## config.mk

```make
export PLATFORM = sky130hd
export DESIGN_NAME = motoro3_pwm_len_seq
export DESIGN_NICKNAME = d
export VERILOG_FILES = /design/src/rtl/motoro3_pkg.sv /design/src/rtl/motoro3_pwm_len_chan.sv /design/src/rtl/motoro3_pwm_len_seq.sv
export SDC_FILE = /design/constraint.sdc
export NUM_CORES = 1
export LEC_CHECK = 0
export ABC_AREA = 1
export CORE_ASPECT_RATIO = 0.7
export CORE_MARGIN = 1
export CORE_UTILIZATION = 30
export CTS_CLUSTER_DIAMETER = 60
export DETAILED_ROUTE_END_ITERATION = 8
export PLACE_DENSITY = 0.53
export SYNTH_ARGS = -nofsm -noshare
export SYNTH_HDL_FRONTEND = slang
export SYNTH_HIERARCHICAL = 1
export SYNTH_SLANG_ARGS = --single-unit
```

## constraint.sdc

```tcl
create_clock -name clk -period 13 [get_ports clk]
set_input_delay 2.6 -clock clk [delete_from_list [all_inputs] [get_ports clk]]
set_output_delay 2.6 -clock clk [all_outputs]
set_load 0.02 [all_outputs]
```

## src/rtl/motoro3_pkg.sv

```systemverilog
// Shared widths, FSM state type and saturating-add helper for the motor-3
// PWM length sequencer.
package motoro3_pkg;

  localparam int PCT_W_D  = 8;
  localparam int LEN_W_D  = 12;
  localparam int STEP_W_D = 4;
  localparam int SLEN_W_D = 16;

  typedef enum logic [1:0] {
    IDLE = 2'd0,
    CALC = 2'd1,
    FIN  = 2'd2
  } state_e;

  // Unsigned add of two operands that saturates at w bits (w <= 32).
  // Result: bit 32 = saturated, bits [31:0] = clipped sum (upper bits zero).
  function automatic logic [32:0] sat_add(input logic [31:0] a,
                                          input logic [31:0] b,
                                          input int unsigned w);
    logic [32:0] sum;
    logic [32:0] lim;
    sum = {1'b0, a} + {1'b0, b};
    lim = (33'd1 << w) - 33'd1;
    if (sum > lim) begin
      return {1'b1, lim[31:0]};
    end
    return {1'b0, sum[31:0]};
  endfunction

endpackage

```

## src/rtl/motoro3_pwm_len_chan.sv

```systemverilog
// One channel of the PWM on-length datapath: power scaling, min/max clamp
// and slew limiting against the channel's previous output. Purely
// combinational; the sequencer time-shares one instance over all channels.
module motoro3_pwm_len_chan
  import motoro3_pkg::*;
#(
  parameter int PCT_W = PCT_W_D,
  parameter int LEN_W = LEN_W_D
) (
  input  logic [PCT_W-1:0] pct_i,
  input  logic [LEN_W-1:0] want_i,
  input  logic [LEN_W-1:0] min_i,
  input  logic [LEN_W-1:0] max_i,
  input  logic [LEN_W-1:0] slew_i,
  input  logic [LEN_W-1:0] prev_i,
  output logic [LEN_W-1:0] new_o,
  output logic             clip_o
);

  logic [PCT_W+LEN_W-1:0] prod;
  logic [LEN_W-1:0]       pos;
  logic [LEN_W-1:0]       c1;
  logic [LEN_W-1:0]       tgt;
  logic                   min_hit;
  logic                   max_hit;
  logic                   slew_hit;
  logic [LEN_W:0]         up_diff;
  logic [LEN_W:0]         dn_diff;

  // Scale, clamp (max wins over min), then limit the step from prev.
  always_comb begin
    prod     = {{LEN_W{1'b0}}, pct_i} * {{PCT_W{1'b0}}, want_i};
    pos      = LEN_W'(prod >> PCT_W);
    min_hit  = (pos < min_i);
    c1       = min_hit ? min_i : pos;
    max_hit  = (c1 > max_i);
    tgt      = max_hit ? max_i : c1;
    up_diff  = {1'b0, tgt} - {1'b0, prev_i};
    dn_diff  = {1'b0, prev_i} - {1'b0, tgt};
    new_o    = tgt;
    slew_hit = 1'b0;
    if (slew_i != '0) begin
      if ((tgt > prev_i) && (up_diff > {1'b0, slew_i})) begin
        // prev + slew < tgt here, so the sum cannot wrap
        new_o    = prev_i + slew_i;
        slew_hit = 1'b1;
      end else if ((prev_i > tgt) && (dn_diff > {1'b0, slew_i})) begin
        new_o    = prev_i - slew_i;
        slew_hit = 1'b1;
      end
    end
    clip_o = min_hit | max_hit | slew_hit;
  end

endmodule

```

## src/rtl/motoro3_pwm_len_seq.sv

```systemverilog
// Multi-channel sequential PWM on-length calculator. A start pulse snapshots
// the inputs; channels are then computed one per cycle through a single
// shared datapath, followed by the saturated step length and a done pulse.
module motoro3_pwm_len_seq
  import motoro3_pkg::*;
#(
  parameter int CH     = 3,
  parameter int PCT_W  = PCT_W_D,
  parameter int LEN_W  = LEN_W_D,
  parameter int STEP_W = STEP_W_D,
  parameter int SLEN_W = SLEN_W_D
) (
  input  logic                  clk,
  input  logic                  rst,
  input  logic                  start,
  input  logic [CH*PCT_W-1:0]   m3r_power_percent,
  input  logic [LEN_W-1:0]      m3r_pwmLenWant,
  input  logic [LEN_W-1:0]      m3r_pwmMinMask,
  input  logic [LEN_W-1:0]      m3r_pwmMaxMask,
  input  logic [LEN_W-1:0]      m3r_pwmSlewMax,
  input  logic [STEP_W-1:0]     lcStep,
  input  logic [SLEN_W-1:0]     slLen,
  output logic                  busy,
  output logic                  done,
  output logic [CH*LEN_W-1:0]   pwmLen,
  output logic [SLEN_W-1:0]     plLen,
  output logic                  plLen_sat,
  output logic [CH-1:0]         clip_flags
);

  localparam int IDX_W = (CH > 1) ? $clog2(CH) : 1;

  state_e             state_q, state_d;
  logic [IDX_W-1:0]   idx_q, idx_d;
  logic               done_q, done_d;
  logic               snap_en;
  logic               chan_we;
  logic               fin_we;

  logic [CH*PCT_W-1:0] pct_q;
  logic [LEN_W-1:0]    want_q, min_q, max_q, slew_q;
  logic [STEP_W-1:0]   step_q;
  logic [SLEN_W-1:0]   sllen_q;

  logic [CH*LEN_W-1:0] len_all;
  logic [PCT_W-1:0]    pct_sel;
  logic [LEN_W-1:0]    prev_sel;
  logic [LEN_W-1:0]    chan_new;
  logic                chan_clip;

  logic [SLEN_W-1:0]   pl_len_q;
  logic                pl_sat_q;
  logic [32:0]         pl_res;

  // Next-state and strobes: IDLE accepts start, CALC walks the channels,
  // FIN publishes plLen and pulses done.
  always_comb begin
    state_d = state_q;
    idx_d   = idx_q;
    done_d  = 1'b0;
    snap_en = 1'b0;
    chan_we = 1'b0;
    fin_we  = 1'b0;
    unique case (state_q)
      IDLE: begin
        if (start) begin
          snap_en = 1'b1;
          idx_d   = '0;
          state_d = CALC;
        end
      end
      CALC: begin
        chan_we = 1'b1;
        if (idx_q == IDX_W'(CH - 1)) begin
          state_d = FIN;
        end else begin
          idx_d = idx_q + IDX_W'(1);
        end
      end
      FIN: begin
        fin_we  = 1'b1;
        done_d  = 1'b1;
        state_d = IDLE;
      end
      default: state_d = IDLE;
    endcase
  end

  // FSM state, channel index and done pulse register.
  always_ff @(posedge clk) begin
    if (rst) begin
      state_q <= IDLE;
      idx_q   <= '0;
      done_q  <= 1'b0;
    end else begin
      state_q <= state_d;
      idx_q   <= idx_d;
      done_q  <= done_d;
    end
  end

  // Input snapshot taken when a start is accepted; later input changes are ignored.
  always_ff @(posedge clk) begin
    if (rst) begin
      pct_q   <= '0;
      want_q  <= '0;
      min_q   <= '0;
      max_q   <= '0;
      slew_q  <= '0;
      step_q  <= '0;
      sllen_q <= '0;
    end else if (snap_en) begin
      pct_q   <= m3r_power_percent;
      want_q  <= m3r_pwmLenWant;
      min_q   <= m3r_pwmMinMask;
      max_q   <= m3r_pwmMaxMask;
      slew_q  <= m3r_pwmSlewMax;
      step_q  <= lcStep;
      sllen_q <= slLen;
    end
  end

  assign pct_sel  = pct_q[idx_q*PCT_W +: PCT_W];
  assign prev_sel = len_all[idx_q*LEN_W +: LEN_W];

  motoro3_pwm_len_chan #(
    .PCT_W (PCT_W),
    .LEN_W (LEN_W)
  ) u_chan (
    .pct_i  (pct_sel),
    .want_i (want_q),
    .min_i  (min_q),
    .max_i  (max_q),
    .slew_i (slew_q),
    .prev_i (prev_sel),
    .new_o  (chan_new),
    .clip_o (chan_clip)
  );

  // Per-channel result registers, written only in that channel's CALC slot.
  for (genvar gi = 0; gi < CH; gi++) begin : g_ch
    logic [LEN_W-1:0] len_q;
    logic             clip_q;

    // Capture the shared datapath result when the index points here.
    always_ff @(posedge clk) begin
      if (rst) begin
        len_q  <= '0;
        clip_q <= 1'b0;
      end else if (chan_we && (idx_q == IDX_W'(gi))) begin
        len_q  <= chan_new;
        clip_q <= chan_clip;
      end
    end

    assign len_all[gi*LEN_W +: LEN_W] = len_q;
    assign clip_flags[gi]             = clip_q;
  end

  assign pl_res = sat_add(32'(step_q), 32'(sllen_q), SLEN_W);

  // Step length is published together with the done pulse.
  always_ff @(posedge clk) begin
    if (rst) begin
      pl_len_q <= '0;
      pl_sat_q <= 1'b0;
    end else if (fin_we) begin
      pl_len_q <= SLEN_W'(pl_res);
      pl_sat_q <= pl_res[32];
    end
  end

  assign busy      = (state_q != IDLE);
  assign done      = done_q;
  assign pwmLen    = len_all;
  assign plLen     = pl_len_q;
  assign plLen_sat = pl_sat_q;

endmodule
```

# [Word level (Yosys, flattened, before mapping)]
# Cells that the tools add are included.
[op_classes] eq_ne=7 muxes=21 n_addsub=6 magnitude_cmp=7 reduce_logical=12 bitwise_logic=2 shifts=2 multipliers=2
[ops] cell="$mux W33" n=2
[ops] cell="$mux W12" n=5
[ops] cell="$gt A12 B12 Y1" n=3
[ops] cell="$shiftx A36 B7 Y12" n=1
[ops] cell="$gt A13 B12 Y1" n=2
[ops] cell="$sub A12 B12 Y13" n=2
[ops] cell="$shiftx A24 B6 Y8" n=1
[ops] cell="$mul A8 B12 Y20" n=1
[ops] cell="$add A4 B16 Y17" n=1
[ops] cell="$gt A17 B16 Y1 const B" n=1
[ops] cell="$add A12 B12 Y12" n=1
[ops] cell="$lt A12 B12 Y1" n=1
[ops] cell="$reduce_bool A12 Y1" n=1
[ops] cell="$sub A12 B12 Y12" n=1
[ops] cell="$mux W1" n=8
[ops] cell="$mux W2" n=4
[ops] cell="$pmux W2 S2" n=2
[ops] cell="$ne A2 B2 Y1 const B" n=3
[ops] cell="$logic_and A1 B1 Y1" n=5
[ops] cell="$eq A2 B1 Y1 const B" n=2
[ops] cell="$eq A2 B2 Y1 const B" n=2
[ops] cell="$logic_not A2 Y1" n=2
[ops] cell="$mul A2 B2 Y4 const B" n=1
[ops] cell="$reduce_bool A2 Y1" n=2
[ops] cell="other kinds (4)" n=5
[word_totals] register_bits=153 word_cells=77 in_bits=95 out_inout_bits=58

# [Depth between registers and ports, before layout]
# Gate-level depths: netlist of run 1.
[depth] word_depth=13 ltp_mapped=71 depth_no_buf=67

# [Cells and area by module]
# The synthesis of run 1 kept the hierarchy.
[by_module_without_submodules] module="motoro3_pwm_len_chan" seq_area_each_um2=0.0 area_each_um2=7100.6 cells_each=1111 n_inst=1
[by_module_without_submodules] module="motoro3_pwm_len_seq" seq_area_each_um2=3062.9 area_each_um2=6269.8 cells_each=847 n_inst=1

# [Least setup slack after synthesis of run 1]
# Ideal clock, no wire load.
[synth_path] path_kind="register to register" start="register idx_q[0]" end="register g_ch[1].len_q[3]" setup_slack_ns=2.265 path_buffers=7 t_arrival_ns=10.664 setup_ns=0.071 t_required_ns=12.929 stages_incl_launch_ff=61 synth_period_minus_slack_ns=10.735 cell_sequence="dfxtp_1 > buf_2 > clkinv_1 > clkbuf_1 > nor2_1 > o21ai_0 > clkbuf_1 > nand2_1 > inv_1 > fa_1 > fa_1 > fa_1 > inv_1 > fa_1 > inv_1 > ha_1 > a21oi_1 > o21ai_0 > [25 not listed] > ha_1 > clkbuf_1 > nand2_1 > nor4_1 > nand2_1 > nand3_1 > xor2_1 > ha_1 > nand4_1 > or4_1 > o21ai_0 > nand2_2 > buf_6 > nand4_1 > nand3_1 > a21oi_1 > nand3_1 > a21oi_1"
[synth_between] elab_chain_cells=12 elab_cells_between_ends=23 classes_between="4 x add/sub; 2 x mul; 6 x order compare; 1 x eq/ne; 2 x shift; 5 x mux; 3 x reduce/logical"
[synth_lines] item="start: declaration" line_no="motoro3_pwm_len_seq.sv:34" text="logic [IDX_W-1:0] idx_q, idx_d;"
[synth_lines] item="start signal: assignment" line_no="motoro3_pwm_len_seq.sv:97" text="idx_q <= idx_d;"
[synth_lines] item="$shiftx A24 B6 Y8 *" line_no="motoro3_pwm_len_seq.sv:123" text="assign pct_sel = pct_q[idx_q*PCT_W +: PCT_W];"
[synth_lines] item="via pct_sel[6]" line_no="motoro3_pwm_len_seq.sv:46" text="logic [PCT_W-1:0] pct_sel;"
[synth_lines] item="$mul A8 B12 Y20 *" line_no="motoro3_pwm_len_chan.sv:32" text="prod = {{LEN_W{1'b0}}, pct_i} * {{PCT_W{1'b0}}, want_i};"
[synth_lines] item="$lt A12 B12 Y1" line_no="motoro3_pwm_len_chan.sv:34" text="min_hit = (pos < min_i);"
[synth_lines] item="$mux W12 *" line_no="motoro3_pwm_len_chan.sv:35" text="c1 = min_hit ? min_i : pos;"
[synth_lines] item="$gt A12 B12 Y1" line_no="motoro3_pwm_len_chan.sv:36" text="max_hit = (c1 > max_i);"
[synth_lines] item="$mux W12 *" line_no="motoro3_pwm_len_chan.sv:37" text="tgt = max_hit ? max_i : c1;"
[synth_lines] item="$sub A12 B12 Y13" line_no="motoro3_pwm_len_chan.sv:39" text="dn_diff = {1'b0, prev_i} - {1'b0, tgt};"
[synth_lines] item="$gt A13 B12 Y1" line_no="motoro3_pwm_len_chan.sv:47" text="end else if ((prev_i > tgt) && (dn_diff > {1'b0, slew_i})) begin"
[synth_lines] item="$logic_and A1 B1 Y1" line_no="motoro3_pwm_len_chan.sv:47"
[synth_lines] item="$mux W12" line_no="motoro3_pwm_len_chan.sv:47"
[synth_lines] item="$mux W12" line_no="motoro3_pwm_len_chan.sv:43" text="if ((tgt > prev_i) && (up_diff > {1'b0, slew_i})) begin"
[synth_lines] item="$mux W12 *" line_no="motoro3_pwm_len_chan.sv:42" text="if (slew_i != '0) begin"
[synth_lines] item="via chan_new[3]" line_no="motoro3_pwm_len_seq.sv:48" text="logic [LEN_W-1:0] chan_new;"
[synth_lines] item="end signal: assignment" line_no="motoro3_pwm_len_seq.sv:151" text="len_q <= chan_new;"
[synth_lines] item="end: declaration" line_no="motoro3_pwm_len_seq.sv:142" text="logic [LEN_W-1:0] len_q;"
# The timed path passes the listed nets; every way through them passes the cells marked *.
# A chain may end at the register's enable or synchronous reset.

# [Final worst setup path of run 1]
[layout_path] start="register idx_q[0]" end="register g_ch[0].len_q[10]"
[layout_between] elab_chain_cells=12 elab_cells_between_ends=23 classes_between="4 x add/sub; 2 x mul; 6 x order compare; 2 x shift; 5 x mux; 4 x reduce/logical"
[layout_lines] item="$shiftx A24 B6 Y8 *" line_no="motoro3_pwm_len_seq.sv:123"
[layout_lines] item="via pct_sel[7]" line_no="motoro3_pwm_len_seq.sv:46"
[layout_lines] item="$mul A8 B12 Y20 *" line_no="motoro3_pwm_len_chan.sv:32"
[layout_lines] item="$lt A12 B12 Y1" line_no="motoro3_pwm_len_chan.sv:34"
[layout_lines] item="$mux W12 *" line_no="motoro3_pwm_len_chan.sv:35"
[layout_lines] item="$gt A12 B12 Y1" line_no="motoro3_pwm_len_chan.sv:36"
[layout_lines] item="$mux W12 *" line_no="motoro3_pwm_len_chan.sv:37"
[layout_lines] item="$sub A12 B12 Y13" line_no="motoro3_pwm_len_chan.sv:39"
[layout_lines] item="$gt A13 B12 Y1" line_no="motoro3_pwm_len_chan.sv:47"
[layout_lines] item="$logic_and A1 B1 Y1" line_no="motoro3_pwm_len_chan.sv:47"
[layout_lines] item="$mux W12" line_no="motoro3_pwm_len_chan.sv:47"
[layout_lines] item="$mux W12" line_no="motoro3_pwm_len_chan.sv:43"
[layout_lines] item="$mux W12 *" line_no="motoro3_pwm_len_chan.sv:42"
[layout_lines] item="via chan_new[10]" line_no="motoro3_pwm_len_seq.sv:48"
[layout_lines] item="end signal: assignment" line_no="motoro3_pwm_len_seq.sv:151"
[layout_lines] item="end: declaration" line_no="motoro3_pwm_len_seq.sv:142"
# Marked as above.

==> out/results.ini, run 1 <==
[sta]
slew_viol_final = 0
setup_viol_count_final = 0
holdWs_ns = 0.4698
skew_ns = 0.01667
tightest_slew_ns = 1.221
max_clock_freq_mhz = 83.29
post-route-period-util_pct = 92.36
slew_headroom_pct = 18.07
hold_viol_final = 0
finalCriticalPeriod_ns = 12.01

[global_route]
grt-ovfl-total = 0
grt_max_degree = 83
antenna_found_initial = 0
grt.total_usage_pct = 19.79
grt_pass1_vias = 11900
grt_pass1_wl_mm = 68.30

[detailed_routing]
drt_iter0_drc = 1109
drc = 0
drt.antenna.violating_nets = 0
detail_route.vias_per_cell = 4.785
num_vias = 12800
wl_mm = 44.82
wire_per_inst_um = 16.76
first_pass_iters = 6

[logic_synthesis]
ys.flop_type = dfxtp_1
synthArstFlopShare_pct = 0
synth-seq-cells = 153
syn_area_um2 = 13370
avgSynthCellArea_um2 = 6.829
syn-num-nets = 2246
synth_cell_type_count = 55
syn_inst = 1958
yosys_warnings = 6
synth_edf_count = 0
ys_seq_area_share_pct = 22.91

[pwr]
pwr-share-comb_pct = 75.9
seqPwrFrac_pct = 13.0
p_switching_uw = 2477
total_power_uw = 4353
p_sw_share_pct = 56.90
peakVddDrop_v = 0.0001523
p_per_area_nw_per_um2 = 271.7
p_leak_uw = 0.007954
p_clk_share_pct = 11.1
intPower_uw = 1876

[finish]
layout-area-overhead-vs-synth_pct = 19.81
regArea_um2 = 3064
antennaDiodeCount = 0
fill_cells = 4702
nNetsFinal = 2356
multi_input_area_um2 = 8646
drive_gt1_share_pct = 6.007

[worst_setup_path]
max_stage_delay_ns = 0.54
crit_fanout = 19
path_common_cell = nand2_1
start_kind = flip-flop
crit_type = reg -> reg
crit_path_end_kind = flip-flop
critical_path_arrival_ns = 12.30
critPathRequiredTime_ns = 13.29
slowest_stage = fa_1

[floorplanning]
rows = 64
die_h_um = 178.6
die_area_um2 = 45430
fp.dieW_um = 254.3
initial_core_util_pct = 30.52
io_pins = 153
floorplan.core_area_um2 = 43800

[clocking]
cts.sinks = 153
cts_tree = built
clk_pin_slew_ns = 0.07
cts_max_path_buffers = 2
clk_latency_ns = 0.44
root_buffer = clkbuf_16
cts_buffers = 17
htree_levels = 4

[run_status]
status = finished, final reports clean

[run]
drv_cap = 0

[placed_design]
hpwl_mm = 36.16
port_buffers = 152
gp_congestion = 0.9712

[worst_hold_path]
hp-class = reg -> reg

power groups by stage:
stage / logic, uW / registers (uW) / clock network, uW
6_report: 3300 / 565 / 484
4_1_cts: 3230 / 565 / 496
5_1_grt: 3650 / 571 / 515
3_5_place_dp: 3200 / 575 / 0
2_1_floorplan: 2250 / 571 / 0
3_3_place_gp: 3240 / 575 / 0
routing by layer:
metal  vias up  GRT usage, %  share of wire (%)
met5         -             0                  0
met4         0         3.740                1.1
met3        26         4.115                7.0
met2       389         27.29                 39
met1      5967         30.84                 53
li1       6418             -                  -
worst max-delay path, delay by kind of cell, from the launching register on:
| family | cells | cell delay, ns |
|---|---|---|
| adders and majority gates | 9 | 3.93 |
| DFF | 1 | 0.43 |
| AOI/OAI and AO/OA | 16 | 2.49 |
| xor gates and xnor gates | 2 | 0.29 |
| and+or+nand+nor | 24 | 3.28 |
| buffers and inverters | 11 | 1.38 |
Yosys cell counts, types with 4 or more instances:
library cell    n  share of area, %
a21o_1          5              0.28
a21oi_1       131               4.9
a21oi_2         8              0.52
and2_1          7              0.33
buf_2          17              0.64
buf_4           5              0.28
clkbuf_1       58               1.6
dfxtp_1       153                23
fa_1           63               9.4
ha_1          130                12
inv_1         335               9.4
inv_2           5              0.14
nand2_1       330               9.3
nand2_2        24               1.1
nand3_1        81               3.0
nand3_2         6              0.45
nand3b_1        4              0.22
nand4_1        28               1.3
nor2_1        248               7.0
nor2_2          4              0.19
nor3_1          5              0.19
nor4_1          4              0.19
o21ai_0       202               7.6
o21bai_1        8              0.45
xnor2_1        10              0.66
xor2_1         41               2.7
area by class of cell:
class / instances / area share (%)
multi-input combinational: 1374 / 53.97
tap: 594 / 4.640
timing repair buffer: 177 / 10.67
clock buffer: 21 / 2.874
sequential: 153 / 19.13
inverter: 345 / 8.162
clock inverter: 11 / 0.5546
final timing paths:
check | cells past startpoint | endpoint | slack [ns] | start
max | 62 | g_ch[0].len_q[10] | 0.99 | idx_q[0]
min | 2 | g_ch[2].clip_q | 0.47 | g_ch[2].clip_q
max reg2reg | 62 | g_ch[0].len_q[10] | 0.99 | idx_q[0]
min reg2reg | 2 | g_ch[2].clip_q | 0.47 | g_ch[2].clip_q
flip-flops by register name, indices dropped and copies added (netlist names), 4 cells and up:
register / cells
pct_q: 24
step_q: 4
g_ch.len_q: 36
min_q: 12
plLen: 16
max_q: 12
sllen_q: 16
want_q: 12
slew_q: 12
cells in the final DEF, fill, tap and decap left out, drive strengths merged, types with 3 or more instances in the layout:
master / netlist / layout
nor3: 6 / 6
xor2: 41 / 41
o21bai: 8 / 8
clkinv: 3 / 8
xnor2: 10 / 10
inv: 342 / 345
nand4: 29 / 29
nor4: 4 / 4
nand3: 89 / 89
clkdlybuf4s50: 0 / 152
a21o: 5 / 5
ha: 130 / 130
o21ai: 206 / 206
buf: 25 / 25
a221oi: 3 / 3
and2: 7 / 7
fa: 63 / 63
nand3b: 4 / 4
clkbuf: 61 / 21
nor2: 254 / 254
a21oi: 139 / 139
nand2: 358 / 358
a31oi: 3 / 3
clkinvlp: 0 / 3
dfxtp: 153 / 153
logic make-up after synthesis:
| family | after synthesis | share of synthesized area [%] |
|---|---|---|
| AOI/OAI and AO/OA | 377 | 15.20 |
| xor gates and xnor gates | 51 | 3.341 |
| adders and majority gates | 193 | 21.60 |
| buffers and inverters | 431 | 12.60 |
| DFF | 153 | 22.91 |
| and+or+nand+nor | 753 | 24.36 |
through the flow:
stage | utilization (%) | setup TNS [ns] | instances | setup slack (ns) | cell area (um2)
floorplan | - | 0 | 1958 | 2.265 | 13370
global placement | 35.20 | 0 | 2639 | 0.5573 | 15420
detailed placement | 35.20 | 0 | 2639 | 0.4757 | 15420
CTS | 36.46 | 0 | 2671 | 0.4110 | 15970
global route | 36.57 | -0.001914 | 2675 | -0.001914 | 16020
finish | 36.57 | 0 | 2675 | 0.9934 | 16020
repair_timing:
action | CTS | global route
hold buffers | 0 | 0
setup buffers | 0 | 4
endpoints found under the setup margin | 0 | 39
gates resized for setup | 0 | 8
Power figures use the tool's default switching activity.
==> run 2: changes to the inputs <==
Settings changed: SETUP_SLACK_MARGIN set to 0.15, SYNTH_HIERARCHICAL 1 to not set.
==> run 2 against run 1 <==
  * Via count shrank 6.4%
  * Setup slack better by 0.13 ns
  * Total power fell by 14%
  * Sequential cell count stayed put
  * Register-to-register slack better by 0.13 ns
  * Synthesized cell count fell by 9.4%
  * Count of clock-buffer cells in the layout is 4 lower
  * Synthesized area down 5.1%
  * Largest cell class unchanged
  * Largest power group unchanged
==> out/results.ini, run 2 <==
[worst_setup_path]
slowest_stage = fa_1
crit_fanout = 21  ; +2
max_stage_delay_ns = 0.55  ; about the same
start_kind = flip-flop
path_common_cell = nand2_1
crit_path_end_kind = flip-flop
crit_family = adder cells
crit_type = reg -> reg
critical_path_arrival_ns = 12.23  ; -0.07 ns
cp_num_buf_inv = 12  ; +1
critPathRequiredTime_ns = 13.36  ; +0.07 ns

[detailed_routing]
drt.antenna.violating_nets = 0  ; unchanged
drc = 0  ; unchanged
num_vias = 11990  ; -6.4%
drt_iter0_drc = 965  ; -13%
wire_per_inst_um = 17.93  ; +7.0%
detail_route.vias_per_cell = 4.903  ; +2.5%
first_pass_iters = 6  ; unchanged
wl_mm = 43.84  ; -2.2%

[logic_synthesis]
synth-seq-cells = 153  ; unchanged
avgSynthCellArea_um2 = 7.160  ; +4.9%
ys.flop_type = dfxtp_1
synth_top_area_share_pct = 24.13  ; +1.2 points
synth_cell_type_count = 53  ; -3.6%
syn-num-nets = 2061  ; -8.2%
yosys.area.top_type = dfxtp_1
synth_edf_count = 0  ; unchanged
ys_seq_area_share_pct = 24.13  ; +1.2 points
syn_inst = 1773  ; -9.4%
syn_area_um2 = 12690  ; -5.1%
synth.most_common_cell = inv_1
synthArstFlopShare_pct = 0  ; unchanged
yosys_warnings = 0  ; -6
synth_commonest_cells = inv_1 (287), nand2_1 (227), nor2_1 (206)
yosys-top-cells-area = dfxtp_1 (24%), ha_1 (13%), fa_1 (9.9%)

[run]
drv_cap = 0  ; unchanged

[floorplanning]
die_area_um2 = 43150  ; -5.0%
initial_core_util_pct = 30.70  ; +0.18 points
io_pins = 153  ; unchanged
rows = 62  ; -3.1%
floorplan.core_area_um2 = 41350  ; -5.6%
fp.dieW_um = 247.9  ; -2.5%
die_h_um = 174.1  ; -2.5%

[pwr]
p_per_area_nw_per_um2 = 243.3  ; -10%
peakVddDrop_v = 0.0001572  ; +3.2%
p_clk_share_pct = 13.9  ; +2.8 points
seqPwrFrac_pct = 14.3  ; +1.3 points
intPower_uw = 1684  ; -10%
p_switching_uw = 2068  ; -17%
p_sw_share_pct = 55.11  ; -1.8 points
p_leak_uw = 0.007286  ; -8.4%
pwr-share-comb_pct = 71.8  ; -4.1 points

[clocking]
htree_levels = 4  ; unchanged
cts_tree = built
cts.sinks = 153  ; unchanged
cts_buffers = 17  ; unchanged
clk_pin_slew_ns = 0.07  ; about the same
clk_latency_ns = 0.46  ; +0.02 ns
hold_buffers = 0  ; unchanged
cts_max_path_buffers = 2  ; unchanged
root_buffer = clkbuf_16

[finish]
largest_register = g_ch.len_q
largest_register_ffs = 36  ; unchanged
nNetsFinal = 2176  ; -7.6%
layout_commonest_cell = inv_1
layout-area-overhead-vs-synth_pct = 21.48
multi_input_area_um2 = 8265  ; -4.4%
drive_gt1_share_pct = 5.576  ; -0.43 points
regArea_um2 = 3063  ; about the same
largestRegisters = g_ch.len_q x36, pct_q x24
final_cell_mix = inv_1 (283), nand2_1 (225), nor2_1 (206)
utilization_pct = 37.30  ; +0.72 points
fill_cells = 4348  ; -7.5%
antennaDiodeCount = 0  ; unchanged

[global_route]
antenna_found_initial = 0  ; unchanged
grt-ovfl-total = 0  ; unchanged
grt_pass1_vias = 11290  ; -5.1%
grt.total_usage_pct = 20.32  ; +0.54 points
grt_max_degree = 101  ; +22%
grt_pass1_wl_mm = 66.59  ; -2.5%

[placed_design]
hpwl_mm = 35.07  ; -3.0%
gp_congestion = 0.9817  ; +1.1%
place_ws_ns = 0.4842  ; +0.008569 ns
port_buffers = 152  ; unchanged

[worst_hold_path]
hp-class = reg -> reg

[run_status]
status = finished, final reports clean

[sta]
setup_viol_count_final = 0  ; unchanged
skew_ns = 0.01702  ; +0.0003445 ns
max_clock_freq_mhz = 84.22  ; +1.1%
tns_ns = 0  ; unchanged
fin_ws_ns = 1.126  ; +0.1325 ns
tightest_slew_ns = 1.080  ; -0.1406 ns
hold_viol_final = 0  ; unchanged
slew_viol_final = 0  ; unchanged
finalCriticalPeriod_ns = 11.87  ; -0.1325 ns
slew_headroom_pct = 27.90  ; +9.8 points
post-route-period-util_pct = 91.34  ; -1.0 points
rsz0062_at_grt = no

==> run 2: cell types whose count changed in the layout (fill, tap and decap cells not counted), sizes merged, moves of 8 or more <==
cell / change
buf: -10
xor2: +12
nand2: -116
o21a: +15
nand3: -8
inv: -50
o21ai: -31
nor2: -47
a21oi: +33
==> run 2: path summary, 6_finish.rpt <==
kind         depth (start not counted)  startpoint           endpoint  slack, ns
min reg2reg                          2    pct_q[9]           pct_q[9]       0.46
max reg2reg                         68    idx_q[0]  g_ch[1].len_q[10]       1.13
min                                  2    pct_q[9]           pct_q[9]       0.46
max                                 68    idx_q[0]  g_ch[1].len_q[10]       1.13
==> run 2: tightest hold or removal path, delay by kind of cell (launching register included) <==
family	cells	cell delay [ns]
AOI/OAI and AO/OA	1	0.05
buffers and inverters	1	0.06
DFF	1	0.30
==> run 2: repair_timing <==
action | CTS | global route
buffers inserted | 0 | 3
setup endpoints to repair | 0 | 39
gates resized for setup | 0 | 30
==> run 2: logic make-up (layout without fill, tap and decap cells) <==
family | after synthesis | after routing | share of synthesized area [%]
AND/OR/NAND/NOR | 576 | 576 | 19.45
AO/OA/AOI/OAI | 419 | 419 | 18.25
buffers and inverters | 371 | 499 | 11.22
adder cells (fa/ha/maj) | 193 | 193 | 22.75
flip-flops | 153 | 153 | 24.13
XOR/XNOR | 61 | 61 | 4.209
==> run 2: routing by layer <==
metal	part of all wire [%]	up-vias	GRT usage, %	wire length (um)
li1	-	5966	-	-
met1	51	5613	31.38	22290
met2	40	362	27.70	17430
met3	7.7	46	4.832	3356
met4	1.7	0	4.703	755
met5	0	-	0	0
==> run 2: cell type report <==
type                            instances  share of cell area (%)
Multi-Input combinational cell       1249                   53.60
Inverter                              300                   7.432
Sequential cell                       153                   19.86
Tap cell                              544                   4.414
Timing Repair Buffer                  167                   10.68
Clock buffer                           17                   2.759
Clock inverter                         15                   1.258
==> run 2: metrics by stage <==
step	instance area (um2)	power [uW]	hold slack (ns)	std cells
after floorplan	12690	2399	0.4245	1773
after global routing	15420	4093	0.4867	2445
after CTS	15320	3693	0.4527	2442
final	15420	3752	0.4608	2445
after global placement	14700	3167	0.4354	2410
after detailed placement	14700	3151	0.4435	2410
==> run 2: power by group through the flow <==
stage	clock network (uW)	logic [uW]	registers (uW)
after floorplan	0	1850	548
after global placement	0	2620	548
after detailed placement	0	2600	548
after CTS	533	2620	537
after global routing	555	3000	541
final	521	2690	537
==> run 3: changes to the inputs <==
Settings changed: ABC_AREA 1 to 0, SETUP_SLACK_MARGIN 0.15 to not set.
==> run 3 against run 2 <==
  * Count of clock-buffer cells in the layout increased by 1
  * Non-clock buffer count increased by 131
  * Wire length increased by 4.7%
  * Utilization increased by 2.2 points
  * Setup slack got worse by 0.72 ns
  * Die area increased by 2.8%
  * Clock power decreased by 2%
  * Largest power group unchanged
  * Highest routed layer is now met5
==> out/results.ini, run 3 <==
[run_status]
status = finished, final reports clean

[floorplanning]
initial_core_util_pct = 30.61  ; -0.092 points
die_area_um2 = 44360  ; +2.8%
fp.dieW_um = 251.3  ; +1.4%
rows = 63  ; +1.6%
floorplan.core_area_um2 = 42640  ; +3.1%
io_pins = 153  ; unchanged
die_h_um = 176.5  ; +1.4%

[pwr]
p_per_area_nw_per_um2 = 247.3  ; +1.7%
peakVddDrop_v = 0.0001725  ; +9.8%
p_leak_uw = 0.007222  ; -0.88%

[worst_hold_path]
hp-class = reg -> reg

[worst_setup_path]
start_kind = flip-flop
critPathRequiredTime_ns = 13.36  ; about the same
critical_path_arrival_ns = 12.95  ; +0.72 ns
crit_path_end_kind = flip-flop
r2r_setup_slack_ns = 0.41  ; -0.72 ns
crit_fanout = 8  ; -62%
max_stage_delay_ns = 0.55  ; about the same
path_common_cell = buf_4
crit_type = reg -> reg
cp_num_buf_inv = 12  ; unchanged
slowest_stage = fa_1
crit_family = compound AO/OA/AOI/OAI gates

[sta]
finalCriticalPeriod_ns = 12.59  ; +0.7181 ns
slew_viol_final = 0  ; unchanged
max_clock_freq_mhz = 79.41  ; -5.7%
setup_viol_count_final = 0  ; unchanged
tightest_slew_ns = 1.186  ; +0.1056 ns
skew_ns = 0.01740  ; +0.0003816 ns
slew_headroom_pct = 20.95  ; -7.0 points
post-route-period-util_pct = 96.86  ; +5.5 points
holdWs_ns = 0.4536  ; -0.007220 ns
hold_viol_final = 0  ; unchanged

[finish]
largestRegisters = g_ch.len_q x36, pct_q x24
layout-area-overhead-vs-synth_pct = 28.91
largest_register_ffs = 36  ; unchanged
drive_gt1_share_pct = 12.72  ; +7.1 points
nNetsFinal = 2179  ; +0.14%
fill_cells = 4377  ; +0.67%
utilization_pct = 39.46  ; +2.2 points
final_cell_mix = nand2_1 (268), a21oi_1 (159), dfxtp_1 (152)
layout_commonest_cell = nand2_1
largest_register = g_ch.len_q

[logic_synthesis]
synth-seq-cells = 153  ; unchanged
yosys_warnings = 0  ; unchanged
yosys.area_share.simple_pct = 21.36  ; +1.9 points
syn_inst = 1664  ; -6.1%
avgSynthCellArea_um2 = 7.845  ; +9.6%
yosys-top-cells-area = dfxtp_1 (23%), ha_1 (12%), fa_1 (9.7%)
yosys.area.top_type = dfxtp_1
syn-num-nets = 1952  ; -5.3%
synth_compound_area_share_pct = 20.67  ; +2.4 points
synth_mux_area_share_pct = 2.473  ; +2.5 points
synthArstFlopShare_pct = 0  ; unchanged
synth_edf_count = 0  ; unchanged
synth_fa_ha_area_share_pct = 22.12  ; -0.63 points
ys.flop_type = dfxtp_1
syn_area_um2 = 13050  ; +2.8%
synth_cell_type_count = 75  ; +42%
synth_top_family_by_area = adder cells
synth_top_area_share_pct = 23.46  ; -0.66 points
ys_seq_area_share_pct = 23.46  ; -0.66 points
synth_commonest_cells = nand2_1 (270), a21oi_1 (168), dfxtp_1 (153)
synth.most_common_cell = nand2_1
synthXorXnorAreaFrac_pct = 2.751  ; -1.5 points

[global_route]
grt_pass1_wl_mm = 69.01  ; +3.6%
top_usage_layer = met1
grtUsageMet3_pct = 5.086  ; +0.25 points
grt_pass1_vias = 11780  ; +4.4%
antenna_found_initial = 2  ; +2
grt-ovfl-total = 0  ; unchanged
grt.total_usage_pct = 20.25  ; -0.078 points
gr-usage-met1_pct = 31.03  ; -0.35 points
use_met2_pct = 27.86  ; +0.16 points
grt_max_degree = 107  ; +5.9%

[detailed_routing]
drt.antenna.violating_nets = 0  ; unchanged
num_vias = 12730  ; +6.2%
wl_mm = 45.89  ; +4.7%
drt_iter0_drc = 997  ; +3.3%
drc = 0  ; unchanged
detail_route.vias_per_cell = 5.113  ; +4.3%
first_pass_iters = 5  ; -1
wire_per_inst_um = 18.44  ; +2.8%

[placed_design]
gp_congestion = 0.9793  ; -0.24%
port_buffers = 152  ; unchanged
hpwl_mm = 36.38  ; +3.7%

[clocking]
htree_levels = 4  ; unchanged
cts_max_path_buffers = 2  ; unchanged
clk_pin_slew_ns = 0.07  ; about the same
cts.sinks = 153  ; unchanged
clk_latency_ns = 0.44  ; -0.02 ns
cts_tree = built
root_buffer = clkbuf_16
cts_buffers = 17  ; unchanged

[run]
drv_cap = 0  ; unchanged

-- run 3: kinds of logic after synthesis --
group                    Yosys count
multiplexers                      31
flip-flops                       153
AO/OA/AOI/OAI                    405
buffers and inverters            240
XOR/XNOR                          41
adder cells (fa/ha/maj)          193
AND/OR/NAND/NOR                  601
-- run 3: power breakdown --
group / internal [uW] / switching (uW)
Clock: 274 / 236
Combinational: 1370 / 1740
Sequential: 500 / 36.0
-- run 3: path summary, 6_finish.rpt --
check                           depth (start not counted)     start                to
worst min-delay path                                    2  max_q[9]          max_q[9]
worst max register to register                         57  idx_q[0]  g_ch[0].len_q[9]
worst min register to register                          2  max_q[9]          max_q[9]
worst max-delay path                                   57  idx_q[0]  g_ch[0].len_q[9]
-- run 3: layout make-up --
cell class                 count  area, um2  area share, %
multi-input combinational   1271       9264          55.05
sequential                   153       3067          18.22
timing repair buffer         298       2628          15.61
tap                          585      732.0          4.350
inverter                     150      563.0          3.346
clock buffer                  18      439.2          2.610
clock inverter                13      132.6         0.7882
antenna                        1      2.502        0.01487
-- run 3: per-stage QoR --
stage          setup TNS (ns)  total power, uW  setup WS, ns  cells  cell area, um2
2_1_floorplan               0             2275       0.03224   1664           13070
3_3_place_gp         -0.02513             3363      -0.01443   2450           16010
3_5_place_dp           -6.003             3356       -0.2451   2450           16010
4_1_cts                     0             3923       0.08878   2481           16600
5_1_grt               -0.8131             4450      -0.07400   2488           16820
6_report                    0             4162        0.4077   2489           16830
-- run 3: what timing repair did --
item / in CTS / in global routing
gates resized for setup: 6 / 42
setup buffers: 0 / 7
hold buffers: 0 / 0
pin swaps: 0 / 21
endpoints found under the hold margin: 0 / 0
endpoints found under the setup margin: 39 / 39
-- run 3: layer usage --
layer  wire [um]  vias to the layer above
met4         558                        2
met5          13                        -
met3        3632                       34
li1            -                     6164
met1       23330                     6117
met2       18360                      409
-- run 3: tightest hold or removal path, delay by kind of cell, from the launching register on --
| kind | cells | cell delay [ns] |
|---|---|---|
| and+or+nand+nor | 1 | 0.05 |
| AOI/OAI and AO/OA | 1 | 0.05 |
| DFF | 1 | 0.31 |
